[config.mk]
export PLATFORM = sky130hd
export DESIGN_NAME = column_scroller
export DESIGN_NICKNAME = d
export VERILOG_FILES = /design/src/rtl/column_scroller.sv
export SDC_FILE = /design/constraint.sdc
export NUM_CORES = 1
export LEC_CHECK = 0
export CORE_UTILIZATION = 55
export CTS_CLUSTER_DIAMETER = 100
export DETAILED_ROUTE_END_ITERATION = 12
export GPL_ROUTABILITY_DRIVEN = 0
export PLACE_DENSITY = 0.83
export SETUP_SLACK_MARGIN = 0.2
export SYNTH_ARGS = -nofsm -noshare
export SYNTH_HDL_FRONTEND = slang
export SYNTH_SLANG_ARGS = --single-unit
[constraint.sdc]
create_clock -name clk -period 7.8 [get_ports clk]
set_input_delay 1.56 -clock clk [delete_from_list [all_inputs] [get_ports clk]]
set_output_delay 1.56 -clock clk [all_outputs]
set_load 0.02 [all_outputs]
[src/rtl/column_scroller.sv]
// column_scroller
// Playfield scroll stage fed by the column pattern generator. Each accepted
// scroll tick shifts the stored playfield one column left and inserts a new
// column at the right edge: every PIPE_SPACING-th new column is a pipe fetched
// from the generator, the others are empty. After the shift the bird position
// is checked for a collision and the score is updated.
//
// Ports
//   clk          sole clock
//   reset        synchronous, active-low (0 = reset)
//   run          game active; ticks are ignored while low
//   scroll_tick  single-cycle scroll request
//   pattern_req  generator enable, one-cycle pulse per pipe column
//   pattern_in   generator column (bit i = row i, 1 = wall)
//   bird_row     current bird row, sampled in CHECK only
//   col_sel      read-port column select
//   col_data     column at col_sel (combinational), 0 when out of range
//   busy         high whenever the sequencer is not idle
//   collision    sticky game-over flag
//   score        pipes passed, saturating at 255
module column_scroller #(
    parameter int COLS         = 16,
    parameter int PIPE_SPACING = 4,
    parameter int BIRD_COL     = 3
) (
    input  logic                      clk,
    input  logic                      reset,
    input  logic                      run,
    input  logic                      scroll_tick,
    output logic                      pattern_req,
    input  logic [15:0]               pattern_in,
    input  logic [3:0]                bird_row,
    input  logic [$clog2(COLS)-1:0]   col_sel,
    output logic [15:0]               col_data,
    output logic                      busy,
    output logic                      collision,
    output logic [7:0]                score
);

    localparam int CNT_W = (PIPE_SPACING > 2) ? $clog2(PIPE_SPACING) : 1;

    typedef enum logic [2:0] {
        IDLE  = 3'd0,
        REQ   = 3'd1,
        LOAD  = 3'd2,
        SHIFT = 3'd3,
        CHECK = 3'd4
    } state_t;

    state_t             state_q, state_d;
    logic [CNT_W-1:0]   spacing_cnt_q, spacing_cnt_d;
    logic [15:0]        new_col_q, new_col_d;
    logic               new_pipe_q, new_pipe_d;
    logic               collision_q, collision_d;
    logic [7:0]         score_q, score_d;
    logic [15:0]        col_q [COLS];
    logic [COLS-1:0]    pipe_q;
    logic               hit_s;
    logic               tick_ok_s;

    assign hit_s     = col_q[BIRD_COL][bird_row];
    // A tick is only taken while idle, running and not yet game-over.
    assign tick_ok_s = scroll_tick & run & ~collision_q;

    // Next-state and datapath-enable logic for the scroll sequencer.
    always_comb begin
        state_d       = state_q;
        spacing_cnt_d = spacing_cnt_q;
        new_col_d     = new_col_q;
        new_pipe_d    = new_pipe_q;
        collision_d   = collision_q;
        score_d       = score_q;
        case (state_q)
            IDLE: begin
                if (tick_ok_s) begin
                    if (spacing_cnt_q == CNT_W'(PIPE_SPACING - 1)) begin
                        spacing_cnt_d = '0;
                    end else begin
                        spacing_cnt_d = spacing_cnt_q + CNT_W'(1);
                    end
                    if (spacing_cnt_q == '0) begin
                        state_d = REQ;
                    end else begin
                        new_col_d  = 16'h0000;
                        new_pipe_d = 1'b0;
                        state_d    = SHIFT;
                    end
                end else begin
                    state_d = IDLE;
                end
            end
            REQ: begin
                state_d = LOAD;
            end
            LOAD: begin
                // Generator advanced at the end of REQ; its output is valid now.
                new_col_d  = pattern_in;
                new_pipe_d = 1'b1;
                state_d    = SHIFT;
            end
            SHIFT: begin
                state_d = CHECK;
            end
            CHECK: begin
                if (hit_s) begin
                    collision_d = 1'b1;
                end else if (pipe_q[BIRD_COL-1] && (score_q != 8'hFF)) begin
                    // The pipe just left the bird's column: it was passed.
                    score_d = score_q + 8'd1;
                end else begin
                    score_d = score_q;
                end
                state_d = IDLE;
            end
            default: begin
                state_d = IDLE;
            end
        endcase
    end

    // Sequencer state and scalar registers.
    always_ff @(posedge clk) begin
        if (!reset) begin
            state_q       <= IDLE;
            spacing_cnt_q <= '0;
            new_col_q     <= 16'h0000;
            new_pipe_q    <= 1'b0;
            collision_q   <= 1'b0;
            score_q       <= 8'd0;
        end else begin
            state_q       <= state_d;
            spacing_cnt_q <= spacing_cnt_d;
            new_col_q     <= new_col_d;
            new_pipe_q    <= new_pipe_d;
            collision_q   <= collision_d;
            score_q       <= score_d;
        end
    end

    // Playfield storage: shift left by one column on SHIFT, column 0 discarded.
    always_ff @(posedge clk) begin
        if (!reset) begin
            for (int i = 0; i < COLS; i++) begin
                col_q[i] <= 16'h0000;
            end
            pipe_q <= '0;
        end else if (state_q == SHIFT) begin
            for (int i = 0; i < COLS - 1; i++) begin
                col_q[i] <= col_q[i+1];
            end
            col_q[COLS-1] <= new_col_q;
            pipe_q        <= {new_pipe_q, pipe_q[COLS-1:1]};
        end
    end

    // Combinational read port for the display scanner.
    always_comb begin
        col_data = 16'h0000;
        if (int'(col_sel) < COLS) begin
            col_data = col_q[col_sel];
        end else begin
            col_data = 16'h0000;
        end
    end

    assign pattern_req = (state_q == REQ);
    assign busy        = (state_q != IDLE);
    assign collision   = collision_q;
    assign score       = score_q;

endmodule

==> impl_summary.log <==
[metrics] net count after synthesis: 831
[metrics] number of sinks driven by the clock tree: 301
[metrics] number of cells on the worst reg-to-reg path: 5
[metrics] library cell with the highest instance count after synthesis: and2_1
[metrics] total routing resource utilization after global routing: 19.8%
[metrics] Required @ worst endpoint: 6.24 ns
[metrics] worst setup path start: col_sel[0]
[metrics] cells along the critical path: buf_4 > buf_4 > mux4_2 > mux4_2 > clkdlybuf4s50_1
[metrics] vertical extent of the die: 156 microns
[metrics] largest stage delay on the critical path: 0.60 ns
[metrics] CTS hold repair buffers: 0
[metrics] netlist area before placement: 13000 sq um
[metrics] Residual DRC: 0
[metrics] number of maximum-capacitance constraint violations: 0
[metrics] Cell Count, Final, Fillers Out: 1182
[metrics] placed instance count: 1124
[metrics] gate count of the mapped netlist: 800
[metrics] Hold WC Path Type: reg -> reg
[metrics] post-synthesis sequential element count: 301
[metrics] number of unique standard cell types used by synthesis: 43
[metrics] slowest stage cell on the critical path: buf_4
[metrics] Crit Path Class: in -> out
[metrics] Layout area overhead: 14.4%
[metrics] Reg clk slew, reported paths: 0.06 ns
[metrics] Longest Clk Path Bufs: 3
[metrics] share of Yosys cell area claimed by the top area cell type: 59.0%
[metrics] CTS tree: yes
[metrics] final worst path period need: 5.83 ns
[metrics] clock root buffer: clkbuf_16
[metrics] pin count of the biggest net entering global routing: 219
[metrics] number of clock buffers inserted by TritonCTS: 31
[metrics] Worst Hold Endpoint: collision$_SDFFE_PN0P_
[metrics] library cell with the largest summed area after synthesis: edfxtp_1
[metrics] dominant synthesized flop cell: edfxtp_1
[metrics] vias after detailed routing: 6781
[metrics] Detailed Routing Iterations Pass 1: 5
[metrics] count of pins on the block boundary: 55
[metrics] Hold Fails Final Rpt: 0
[metrics] reg-to-reg startpoint: state_q[2]$_SDFF_PN0_
[metrics] Routed WL: 23100 microns
[metrics] Initial Util: 56.9%
[metrics] H-tree depth reported by CTS: 1
[metrics] IO Port Bufs: 54
[metrics] Die Span X: 156 microns
[metrics] net count of the finished layout: 875
[metrics] data arrival at the endpoint of the critical path: 4.27 ns
[metrics] Reg2Reg Setup Slack: 5.25 ns
[metrics] Site Rows: 55
[metrics] fraction of layout cells with a size suffix above 1: 17.8%
[metrics] portion of the clock cycle consumed by the worst path in the final layout: 74.7%
[metrics] clock skew after layout: 0.0107 ns
[metrics] Placeable Area: 22900 sq um
[metrics] leak pwr: 5.37 nW
[metrics] Synth async-reset ratio: 0%
[metrics] Final Hold Slack: 0.460 ns
[metrics] endpoint kind of the worst setup timing path: output pin
[metrics] critical-path maximum fanout: 40
[metrics] first-pass GRT wire length: 37300 microns
[metrics] wire length per cell: 19.5 microns
[metrics] Starting DRT DRC Count: 624
[metrics] count of endpoints failing setup in the final report: 0
[metrics] share of synthesized area occupied by flip-flops and latches: 65.9%
[metrics] outcome: completed
[metrics] average cell area after synthesis: 16.3 sq um
[metrics] Slew Viols, Final: 0
[metrics] worst rel slew slack: 21.8%
[metrics] worst-case setup margin in the final layout: 1.97 ns
[metrics] Slew @ Worst Pin: 1.17 ns
[metrics] worst IR drop on VDD: 156 uV
[metrics] PostCTS Resize Cnt: 0
[metrics] Detail Route Antenna Nets: 0
[metrics] worst setup slack before clock tree synthesis: 1.90 ns
[metrics] total inserted antenna cells: 0
[metrics] source-to-sink clock delay at the later pin of the worst-skew pair: 0.56 ns
[metrics] post-layout utilization of the core: 65.1%
[metrics] type of element launching the critical path: input pin
[metrics] post-CTS setup repair buffer count: 0
[metrics] top cells by instance count after synthesis: and2_1, edfxtp_1, mux4_2
[metrics] Total Die Area: 24300 sq um
[metrics] via count of the first global-routing pass: 6817
[metrics] number of enable-type register cells in the synthesized netlist: 256
[metrics] antenna violations before repair: 0
[metrics] cell types occupying the most area after synthesis: edfxtp_1, mux4_2, and2_1
[metrics] post-detail-place hpwl: 14200 microns
[metrics] Reg2Reg Capture Point: col_q[1][10]$_SDFFCE_PN0P_
[metrics] RSZ-0062 raised after global routing: no
[metrics] number of vias per cell after detailed routing: 5.74
[metrics] total negative slack: 0 ns
[metrics] residual overflow from global routing: 0
[metrics] power density relative to cell area: 244 nW/um^2
[metrics] upper clock frequency limit: 172 MHz
[metrics] Hold Path Depth: 2
[metrics] worst hold path startpoint: collision$_SDFFE_PN0P_
[metrics] total number of yosys warnings: 0
[report_power, final]
| part | total (mW) | switching [mW] | internal [mW] |
|---|---|---|---|
| logic | 0.270 | 0.137 | 0.133 |
| registers | 1.88 | 0.0409 | 1.83 |
| clock network | 1.49 | 0.602 | 0.884 |
[layer usage]
layer	global-route usage (%)	share of wire, %	up-vias
li1	-	-	3108
met2	31.4	48	177
met4	5.70	2.5	0
met5	0	0	-
met1	28.6	44	3460
met3	3.33	5.0	36
[cell families (layout without fill, tap and decap cells)]
logic type               count (synthesis)  after routing  synth area share (%)
AO/OA/AOI/OAI                           55             55                  3.37
XOR/XNOR                                 1              1                0.0672
adder cells (fa/ha/maj)                  3              3                 0.288
buffers and inverters                   63            132                  1.90
flip-flops                             301            301                  65.9
multiplexers                            88             88                  14.9
AND/OR/NAND/NOR                        289            289                  13.6
[how the worst max path moves through the flow]
stage                     cells after the start  slack [ns]                   endpoint
after floorplan                               4        0.24  col_q[0][0]$_SDFFCE_PN0P_
after global placement                        5        1.94                col_data[6]
after detailed placement                      5        1.90               col_data[15]
after CTS                                     5        1.90               col_data[15]
after global routing                          5        1.82               col_data[15]
final                                         5        1.97               col_data[15]
[layout by cell type (no fill, tap or decap), types with 2 or more instances in the layout]
| master | instances |
|---|---|
| nand3_1 | 3 |
| mux4_1 | 3 |
| buf_2 | 2 |
| nand2_1 | 8 |
| dfxtp_1 | 45 |
| ha_1 | 3 |
| clkbuf_16 | 35 |
| mux2_2 | 2 |
| and2_1 | 257 |
| mux2i_1 | 2 |
| a21oi_1 | 9 |
| mux4_2 | 80 |
| nor2_1 | 5 |
| clkinv_2 | 9 |
| clkinv_1 | 2 |
| or3_1 | 2 |
| clkbuf_1 | 6 |
| a22o_1 | 30 |
| o31ai_1 | 2 |
| buf_4 | 10 |
| edfxtp_1 | 256 |
| or3_2 | 2 |
| clkdlybuf4s50_1 | 51 |
| and3_1 | 2 |
| inv_1 | 8 |
| nand2b_1 | 2 |
| o21ai_0 | 4 |
| clkbuf_8 | 4 |
[critical path, delay by kind of cell]
kind	cells	cell delay, ns
buffers and inverters	3	1.59
multiplexers	2	1.07
[cell type report]
class | count | area [sq um]
Sequential cell | 301 | 8590
Fill cell | 1559 | 8010
Multi-Input combinational cell | 436 | 4210
Clock buffer | 45 | 953
Timing Repair Buffer | 64 | 616
Tap cell | 313 | 392
Clock inverter | 13 | 106
Inverter | 10 | 45.0
[stage by stage]
stage / power, mW / area, sq um
2_1_floorplan: 2.09 / 13000
3_3_place_gp: 2.17 / 13800
3_5_place_dp: 2.18 / 13800
4_1_cts: 3.66 / 14900
5_1_grt: 3.74 / 14900
6_report: 3.63 / 14900
[registers in the layout, indices dropped and copies added (netlist names)]
name	flops
col_q	256
collision	1
new_col_q	16
new_pipe_q	1
pipe_q	14
score	8
spacing_cnt_q	2
state_q	3
Note: power is estimated with default switching activity, not from simulation.
